<file path="src/rtl/pdp8_bin_defs_pkg.sv">
// Shared definitions for the PDP-8 BIN paper-tape loader.
//   state_e       : loader FSM states
//   frame_cls_e   : frame classes produced by pdp8_bin_frame_decode
//   *_FRAME/FIELD : frame-class constants
//   frame_pair_sum: raw tape-frame sum of a data word's two frames
package pdp8_bin_defs;

    typedef enum logic [2:0] {
        StIdle,
        StLeader,
        StHi,
        StLo,
        StWrite,
        StEnd
    } state_e;

    typedef enum logic [2:0] {
        ClsIgnore,
        ClsLeader,
        ClsRubout,
        ClsField,
        ClsOrigin,
        ClsData
    } frame_cls_e;

    localparam logic [7:0] LEADER_FRAME = 8'o200;
    localparam logic [7:0] RUBOUT_FRAME = 8'o377;
    localparam logic [7:0] FIELD_MASK   = 8'o307;
    localparam logic [7:0] FIELD_MATCH  = 8'o300;

    // A data word arrives as {00,hi6} and {00,lo6}, so its frames add to hi6 + lo6.
    function automatic logic [11:0] frame_pair_sum(input logic [11:0] word);
        return {6'd0, word[11:6]} + {6'd0, word[5:0]};
    endfunction

endpackage

</file>
<file path="src/rtl/pdp8_bin_frame_decode.sv">
// Combinational BIN tape-frame classifier.
//   frame   in  8 : raw tape frame
//   cls     out   : frame class (leader, rubout, field, origin, data, ignore)
//   payload out 6 : low six bits of the frame (field number sits in [5:3])
module pdp8_bin_frame_decode
    import pdp8_bin_defs::*;
(
    input  logic [7:0] frame,
    output frame_cls_e cls,
    output logic [5:0] payload
);

    always_comb begin
        payload = frame[5:0];
        if (frame == RUBOUT_FRAME) begin
            cls = ClsRubout;
        end else if (frame == LEADER_FRAME) begin
            cls = ClsLeader;
        end else if ((frame & FIELD_MASK) == FIELD_MATCH) begin
            cls = ClsField;
        end else if (frame[7:6] == 2'b01) begin
            cls = ClsOrigin;
        end else if (frame[7:6] == 2'b00) begin
            cls = ClsData;
        end else begin
            cls = ClsIgnore;
        end
    end

endmodule

</file>
<file path="src/rtl/pdp8_bin_loader.sv">
// PDP-8 BIN-format paper-tape loader feeding 32Kx12 memory.
//   clk, reset (async, active-high), enable (level)
//   rx_data/rx_valid/rx_ready : tape frame stream from the UART
//   ext_ram_write_req/ma/out/done : word write handshake, req held until done
//   busy, done, cksum_ok, err, words_loaded : load status
module pdp8_bin_loader
    import pdp8_bin_defs::*;
#(
    parameter int unsigned LEADER_MIN = 8,
    parameter int unsigned TIMEOUT    = 0
) (
    input  logic        clk,
    input  logic        reset,
    input  logic        enable,
    input  logic [7:0]  rx_data,
    input  logic        rx_valid,
    output logic        rx_ready,
    output logic        ext_ram_write_req,
    output logic [14:0] ext_ram_ma,
    output logic [11:0] ext_ram_out,
    input  logic        ext_ram_done,
    output logic        busy,
    output logic        done,
    output logic        cksum_ok,
    output logic        err,
    output logic [14:0] words_loaded
);

    localparam int unsigned LcW = (LEADER_MIN > 1) ? $clog2(LEADER_MIN) : 1;
    localparam int unsigned TmW = (TIMEOUT > 1) ? $clog2(TIMEOUT + 1) : 1;

    state_e      state_q, state_d;
    logic [LcW-1:0] lead_cnt_q, lead_cnt_d;
    logic [TmW-1:0] tmo_q, tmo_d;
    logic        skip_q, skip_d;
    logic [2:0]  field_q, field_d;
    logic [11:0] addr_q, addr_d;
    logic [11:0] sum_q, sum_d;
    logic [5:0]  hi_q, hi_d;
    logic        hi_org_q, hi_org_d;
    logic        pend_valid_q, pend_valid_d;
    logic [11:0] pend_word_q, pend_word_d;
    logic [14:0] pend_ma_q, pend_ma_d;
    logic [14:0] wr_ma_q, wr_ma_d;
    logic [11:0] wr_data_q, wr_data_d;
    logic [14:0] words_q, words_d;
    logic        cksum_q, cksum_d;
    logic        err_q, err_d;

    frame_cls_e  cls;
    logic [5:0]  payload;
    logic        accept;
    logic        loading;
    logic        tmo_hit;
    logic [11:0] word;

    pdp8_bin_frame_decode u_decode (
        .frame   (rx_data),
        .cls     (cls),
        .payload (payload)
    );

    assign rx_ready = enable && !reset && (state_q != StWrite) && (state_q != StEnd);
    assign accept   = rx_valid && rx_ready;
    assign loading  = (state_q == StLeader) || (state_q == StHi) || (state_q == StLo);
    assign word     = {hi_q, payload};

    assign ext_ram_write_req = (state_q == StWrite);
    assign ext_ram_ma        = wr_ma_q;
    assign ext_ram_out       = wr_data_q;
    assign busy              = loading || (state_q == StWrite);
    assign done              = (state_q == StEnd);
    assign cksum_ok          = cksum_q;
    assign err               = err_q;
    assign words_loaded      = words_q;

    always_comb begin
        state_d      = state_q;
        lead_cnt_d   = lead_cnt_q;
        skip_d       = skip_q;
        field_d      = field_q;
        addr_d       = addr_q;
        sum_d        = sum_q;
        hi_d         = hi_q;
        hi_org_d     = hi_org_q;
        pend_valid_d = pend_valid_q;
        pend_word_d  = pend_word_q;
        pend_ma_d    = pend_ma_q;
        wr_ma_d      = wr_ma_q;
        wr_data_d    = wr_data_q;
        words_d      = words_q;
        cksum_d      = cksum_q;
        err_d        = err_q;
        tmo_d        = '0;
        tmo_hit      = 1'b0;

        if (loading && !accept && (TIMEOUT != 0)) begin
            tmo_d   = tmo_q + 1'b1;
            tmo_hit = (tmo_d == TmW'(TIMEOUT));
        end

        unique case (state_q)
            StIdle: begin
                if (!enable) begin
                    lead_cnt_d = '0;
                    skip_d     = 1'b0;
                end else if (accept) begin
                    if (cls == ClsRubout) begin
                        skip_d     = !skip_q;
                        lead_cnt_d = '0;
                    end else if (!skip_q) begin
                        if (cls != ClsLeader) begin
                            lead_cnt_d = '0;
                        end else if (lead_cnt_q == LcW'(LEADER_MIN - 1)) begin
                            // Armed: start a fresh load context.
                            state_d      = StLeader;
                            lead_cnt_d   = '0;
                            field_d      = '0;
                            addr_d       = '0;
                            sum_d        = '0;
                            pend_valid_d = 1'b0;
                            words_d      = '0;
                            cksum_d      = 1'b0;
                        end else begin
                            lead_cnt_d = lead_cnt_q + 1'b1;
                        end
                    end
                end
            end

            StLeader, StHi, StLo: begin
                if (!enable) begin
                    state_d = StIdle;
                    skip_d  = 1'b0;
                end else if (accept) begin
                    if (cls == ClsRubout) begin
                        skip_d = !skip_q;
                    end else if (!skip_q) begin
                        if (cls == ClsField) begin
                            field_d = payload[5:3];
                        end else if ((state_q != StLo) &&
                                     ((cls == ClsOrigin) || (cls == ClsData))) begin
                            hi_d     = payload;
                            hi_org_d = (cls == ClsOrigin);
                            sum_d    = sum_q + {4'd0, rx_data};
                            state_d  = StLo;
                        end else if ((state_q == StHi) && (cls == ClsLeader)) begin
                            // Trailer: the pending word is the checksum, never written.
                            state_d      = StEnd;
                            pend_valid_d = 1'b0;
                            if (pend_valid_q) begin
                                cksum_d = ((sum_q - frame_pair_sum(pend_word_q)) == pend_word_q);
                            end else begin
                                cksum_d = 1'b0;
                                err_d   = 1'b1;
                            end
                        end else if ((state_q == StLo) && (cls == ClsData)) begin
                            sum_d = sum_q + {4'd0, rx_data};
                            if (hi_org_q) begin
                                addr_d  = word;
                                state_d = StHi;
                            end else begin
                                // Address and field are bound when the word is captured.
                                pend_word_d  = word;
                                pend_ma_d    = {field_q, addr_q};
                                addr_d       = addr_q + 12'd1;
                                pend_valid_d = 1'b1;
                                if (pend_valid_q) begin
                                    wr_ma_d   = pend_ma_q;
                                    wr_data_d = pend_word_q;
                                    state_d   = StWrite;
                                end else begin
                                    state_d = StHi;
                                end
                            end
                        end
                    end
                end else if (tmo_hit) begin
                    err_d   = 1'b1;
                    state_d = StEnd;
                end
            end

            StWrite: begin
                if (ext_ram_done) begin
                    words_d = words_q + 15'd1;
                    state_d = StHi;
                end
            end

            StEnd: begin
                if (!enable) begin
                    state_d = StIdle;
                    cksum_d = 1'b0;
                    skip_d  = 1'b0;
                end
            end

            default: state_d = StIdle;
        endcase
    end

    always_ff @(posedge clk or posedge reset) begin
        if (reset) begin
            state_q      <= StIdle;
            lead_cnt_q   <= '0;
            tmo_q        <= '0;
            skip_q       <= 1'b0;
            field_q      <= '0;
            addr_q       <= '0;
            sum_q        <= '0;
            hi_q         <= '0;
            hi_org_q     <= 1'b0;
            pend_valid_q <= 1'b0;
            pend_word_q  <= '0;
            pend_ma_q    <= '0;
            wr_ma_q      <= '0;
            wr_data_q    <= '0;
            words_q      <= '0;
            cksum_q      <= 1'b0;
            err_q        <= 1'b0;
        end else begin
            state_q      <= state_d;
            lead_cnt_q   <= lead_cnt_d;
            tmo_q        <= tmo_d;
            skip_q       <= skip_d;
            field_q      <= field_d;
            addr_q       <= addr_d;
            sum_q        <= sum_d;
            hi_q         <= hi_d;
            hi_org_q     <= hi_org_d;
            pend_valid_q <= pend_valid_d;
            pend_word_q  <= pend_word_d;
            pend_ma_q    <= pend_ma_d;
            wr_ma_q      <= wr_ma_d;
            wr_data_q    <= wr_data_d;
            words_q      <= words_d;
            cksum_q      <= cksum_d;
            err_q        <= err_d;
        end
    end

endmodule
</file>
<file path="config.mk">
export PLATFORM = sky130hd
export DESIGN_NAME = pdp8_bin_loader
export DESIGN_NICKNAME = d
export VERILOG_FILES = /design/src/rtl/pdp8_bin_defs_pkg.sv /design/src/rtl/pdp8_bin_frame_decode.sv /design/src/rtl/pdp8_bin_loader.sv
export SDC_FILE = /design/constraint.sdc
export NUM_CORES = 1
export LEC_CHECK = 0
export ABC_AREA = 1
export BUFFER_PORTS_ARGS = -buffer_cell sky130_fd_sc_hd__buf_2
export CAP_MARGIN = 25
export CORE_AREA = 3 3 111 113
export DETAILED_ROUTE_END_ITERATION = 6
export DIE_AREA = 0 0 114 116
export GPL_ROUTABILITY_DRIVEN = 0
export PLACE_DENSITY = 0.79
export SLEW_MARGIN = 25
export SYNTH_ARGS = -nofsm -noshare
export SYNTH_HDL_FRONTEND = slang
export SYNTH_SLANG_ARGS = --single-unit
</file>
<file path="constraint.sdc">
create_clock -name clk -period 4.53 [get_ports clk]
set_clock_uncertainty 0.2 [all_clocks]
set_input_delay 0.453 -clock clk [delete_from_list [all_inputs] [get_ports clk]]
set_output_delay 0.453 -clock clk [all_outputs]
set_load 0.01 [all_outputs]
</file>
After elaboration in Yosys (flattened, before gate mapping):

Index checks and enable logic that the tools add are counted.

* $add $sub $neg: 6
* equality and inequality tests: 51
* muxes and demuxes: 105
* bitwise gates (word level): 7
* reduce and logical (&&, ||, !) cells: 34

Operators with widths (number)
* $mux 12: 23
* $mux 3: 40
* $mux 15: 7
* $pmux 12 s2: 2
* $reduce_and 15->1: 3
* $ne 2x2->1 const B: 17
* $ne 3x3->1 const B: 10
* $pmux 15 s2: 1
* $mux 1: 27
* $eq 8x8->1 const B: 2
* $add 15x1->15 const B: 1
* $eq 3x3->1 const B: 5
* $reduce_and 14->1: 1
* $reduce_and 13->1: 1
* $add 12x1->12 const B: 1
* $add 12x8->12: 1
* $eq 12x12->1: 1
* $eq 3x2->1 const B: 4
* $ne 3x2->1 const B: 4
* $pmux 3 s4: 1
* $reduce_and 12->1: 1
* $sub 12x7->12: 1
* $reduce_and 11->1: 1
* $reduce_and 10->1: 1
* other kinds (26): 47

* bits in registers: 113
* logic and storage cells: 219

Logic depth before layout (Yosys ltp):

* depth after elaboration: 17
* mapped depth: 20

By module:

Synthesis repeated with hierarchy kept, for this count alone.

* cells, all modules: 884
* area total of the unflattened synthesis: 6882.9 um^2

Modules (own cells, without submodules)
* pdp8_bin_loader: times used 1, cells an instance 854, area each 6726.5 um^2
* pdp8_bin_frame_decode: times used 1, cells an instance 30, area each 156.4 um^2

Worst setup path after synthesis:

OpenSTA, ideal clock, no wires.

* path kind: reg-to-reg
* start: register sum_q[0]
* end: register cksum_q, in the netlist cksum_ok
* setup time: 65 ps
* arrival: 2492 ps
* required time: 4265 ps
* setup slack: 1773 ps
* stages on the path, launching flop included: 19
* clock period less this slack: 2757 ps
* cells stage by stage: dfrtp_1 -> fa_1 -> inv_1 -> ha_1 -> inv_1 -> nand2_1 -> fa_1 -> inv_1 -> nand2_1 -> nand3_1 -> nor2_1 -> nand2_1 -> nor2_1 -> nand2_1 -> nor2_1 -> nand3_1 -> nor2_1 -> nand3_1 -> nand2_1

* word-level cells in the longest chain between the ends: 11

RTL lines
* start, declared: RTL line pdp8_bin_loader.sv:38 `logic [11:0] sum_q, sum_d;`
* start signal, assigned: RTL line pdp8_bin_loader.sv:229 `sum_q <= sum_d;`
* $sub 12x7->12: RTL line pdp8_bin_loader.sv:152 `cksum_d = ((sum_q - frame_pair_sum(pend_word_q)) == pend_word_q);`
* $eq 12x12->1: RTL line pdp8_bin_loader.sv:152
* $mux 1: RTL line pdp8_bin_loader.sv:151 `if (pend_valid_q) begin`
* $mux 1: RTL line pdp8_bin_loader.sv:147 `end else if ((state_q == StHi) && (cls == ClsLeader)) begin`
* $mux 1: RTL line pdp8_bin_loader.sv:141 `end else if ((state_q != StLo) &&`
* $mux 1: RTL line pdp8_bin_loader.sv:139 `if (cls == ClsField) begin`
* $mux 1: RTL line pdp8_bin_loader.sv:138 `end else if (!skip_q) begin`
* $mux 1: RTL line pdp8_bin_loader.sv:136 `if (cls == ClsRubout) begin`
* $mux 1: RTL line pdp8_bin_loader.sv:135 `end else if (accept) begin`
* $mux 1: RTL line pdp8_bin_loader.sv:132 `if (!enable) begin`
* $pmux 1 s3: RTL line pdp8_bin_loader.sv:102 `unique case (state_q)`
* end signal, assigned: RTL line pdp8_bin_loader.sv:238 `cksum_q <= cksum_d;`
* end, declared: RTL line pdp8_bin_loader.sv:47 `logic cksum_q, cksum_d;`

No other way between the ends. The select of a mux whose other input is x is not followed.
A chain may end at the register's enable or synchronous reset.

Final worst setup path:

* start: register state_q[2]
* end: register wr_data_q[9], in the netlist ext_ram_out[9]

* word-level cells in the longest chain between the ends: 5

RTL lines
* start, declared: RTL line pdp8_bin_loader.sv:32 `state_e state_q, state_d;`
* start signal, assigned: RTL line pdp8_bin_loader.sv:205 `state_q <= StIdle;`
* start signal, assigned: RTL line pdp8_bin_loader.sv:223 `state_q <= state_d;`
* $ne 3x3->1: RTL line pdp8_bin_loader.sv:63 `assign rx_ready = enable && !reset && (state_q != StWrite) && (state_q != StEnd);`
* $logic_and 1x1->1 (2 in series): RTL line pdp8_bin_loader.sv:63
* $logic_and 1x1->1: RTL line pdp8_bin_loader.sv:64 `assign accept = rx_valid && rx_ready;`
* $reduce_and 11->1 (no source line) *
* end signal, assigned: RTL line pdp8_bin_loader.sv:236 `wr_data_q <= wr_data_d;`
* end, declared: RTL line pdp8_bin_loader.sv:45 `logic [11:0] wr_data_q, wr_data_d;`

Mark *: on every way between the ends. The rest lies on a longest branch, timed or not.

==> results.cfg <==
[yosys]
ys_ff_latch = 113
synthCells = 874
ys_types = 42
synth_top_cell_area_share = 0.416
synthFlopType = dfrtp_1
yosysSeqAreaShare = 0.416
ys.warnings.count = 0
yosysMostFrequentCell = nand2_1
ys_top_cells_by_area = dfrtp_1, nand2_1, o21ai_0
netlist_area_mm2 = 0.00680
synth_area_leader_cell = dfrtp_1
syn_nets = 915
syn_area_per_cell_um2 = 7.78
synth_edf_count = 0
synth-async-reset-ratio = 1.00
yosys-top-cells-count = nand2_1, dfrtp_1, o21ai_0

[clock_network]
post_cts_resized = 0
cts.sinks = 113
htreeDepth = 4
cts_setup_buffers = 0
cts_tree = built
path_clk_slew_ns = 0.05
clock_latency_ns = 0.42
cts_hold_buf = 0
cts_buffers = 17
max-clock-path-buffers = 2
cts_root_buf = clkbuf_16

[placed_design]
placed_cell_area_mm2 = 0.00719
port_buffers = 60
place.detailed.hpwl_mm = 11.7

[timing]
post-route-period-util = 0.677
report.final.slew_viol_count = 0
max_freq_ghz = 0.326
hold_slack_ns = 0.0190
rsz0062_at_grt = no
hold_viol = 0
finalSetupTns_ns = 0
finalSetupViolCount = 0
tightest_slew_ns = 0.964
maxSlewHeadroom = 0.357
period_needed_ns = 3.07

[die]
io_pins = 61
dieArea_mm2 = 0.0132
dieHeight_um = 116
core_area_mm2 = 0.0114
fp-row-count = 39
initial_utilization = 0.596
fp.dieW_um = 114

[final_layout]
fin_area_mm2 = 0.00774
fin_util = 0.678
syn_to_final_growth_pct = 13.8
drive_gt1_frac = 0.140
nets = 975
fillers = 962
insertedDiodeCount = 0

[drt]
detail-route-antenna-nets = 0
dr.pass1.iters = 5
first_iter_violations = 551
via_count = 6040
viasPerCell = 5.55
drc_errors = 0
routed_wl_mm = 16.4
wl_per_cell_um = 15.1

[outcome]
outcome = finished, final reports clean

[power_and_ir_drop]
leakage_nw = 4.01
power.density_mw_per_mm2 = 307
vdd_ir_drop_max_mv = 0.336

[job]
maxCapViolations = 0

[setup_path]
required_ns = 4.64
critPathMaxFanout = 23
slowest_delay_ns = 0.73
cp_data_arrival_time_ns = 3.17
cp_num_buf_inv = 4
critPathLaunchType = flip-flop
crit_top_cell = nand2_1
cp-end-kind = flip-flop
crit_family = simple AND/OR/NAND/NOR gates
critical_path.cell_chain = inv_4 > nand2_2 > inv_2 > nand2_1 > inv_1 > nand3_4 > nor2_2 > buf_4 > nand2_1 > o21a_1
cpMaxStageDelayCell = nor2_2
crit_type = reg -> reg

[min_path]
hp-class = in -> async

[grt]
grt_pass1_vias = 5777
grt_max_degree = 72
grt_first_pass_wirelength_mm = 27.5
grtUsageTotal = 0.265
antenna_found_initial = 0
overflow = 0
-- power breakdown --
group	total (W)	switching, W	internal (W)
Sequential	0.00103	0.0000100	0.00102
Clock	0.00124	0.000467	0.000774
Combinational	0.000108	0.0000764	0.0000318
Total	0.00238	0.000553	0.00182
-- flip-flops by register name (all words and copies together) (netlist names) --
signal        cells
hi_org_q          1
pend_ma_q        15
words_loaded     15
ext_ram_ma       15
hi_q              6
field_q           3
pend_word_q      12
sum_q            12
cksum_ok          1
err               1
addr_q           12
pend_valid_q      1
lead_cnt_q        3
state_q           3
skip_q            1
ext_ram_out      12
-- final timing paths --
| check | startpoint | end | slack, ns | cells after the start |
|---|---|---|---|---|
| worst max-delay path | state_q[2] | ext_ram_out[9] | 1.46 | 10 |
| worst min-delay path | reset | lead_cnt_q[0] | 0.02 | 2 |
| worst max register to register | state_q[2] | ext_ram_out[9] | 1.46 | 10 |
| worst min register to register | pend_ma_q[11] | ext_ram_ma[11] | 0.27 | 2 |
| max in group asynchronous | reset | ext_ram_out[6] | 3.26 | 3 |
| min in group clk | rx_data[6] | hi_org_q | 0.15 | 3 |
-- layer usage --
layer,wire length (um),share of wire,global-route usage
met4,398,0.024,0.116
met2,7570,0.46,0.409
met5,0,0,0
met1,7380,0.45,0.360
met3,1040,0.063,0.0590
-- per-stage QoR --
stage	std cells	setup WS [ns]	power, W
final	1089	1.46	0.00238
after global routing	1089	1.16	0.00245
after floorplan	874	0.890	0.00111
after CTS	1089	1.49	0.00239
after global placement	1058	1.51	0.00115
after detailed placement	1058	1.43	0.00115
-- layout make-up --
type,count,area [um^2],area share
flip-flops and latches,113,2830,0.366
inverters,102,388,0.0501
well taps,143,179,0.0231
multi-input cells,636,3460,0.448
clock inverters,10,87.6,0.0113
repair buffers,64,330,0.0427
clock buffers,21,460,0.0595
-- cells by family after synthesis --
kind of cell             synth area share
AO/OA/AOI/OAI                       0.137
XOR/XNOR                           0.0464
adder cells (fa/ha/maj)            0.0592
buffers and inverters              0.0749
flip-flops                          0.416
AND/OR/NAND/NOR                     0.267
-- placed cells by master, fill, tap and decap left out, drive strengths merged, types with 8 or more instances in the layout --
cell type / count
a21oi: 25
buf: 64
clkbuf: 21
clkinv: 8
dfrtp: 113
ha: 21
inv: 101
nand2: 240
nand3: 65
nand4: 11
nor2: 69
nor3: 19
o21a: 11
o21ai: 108
o31ai: 11
xnor2: 8
xor2: 28
(Power assumes the default switching activity.)
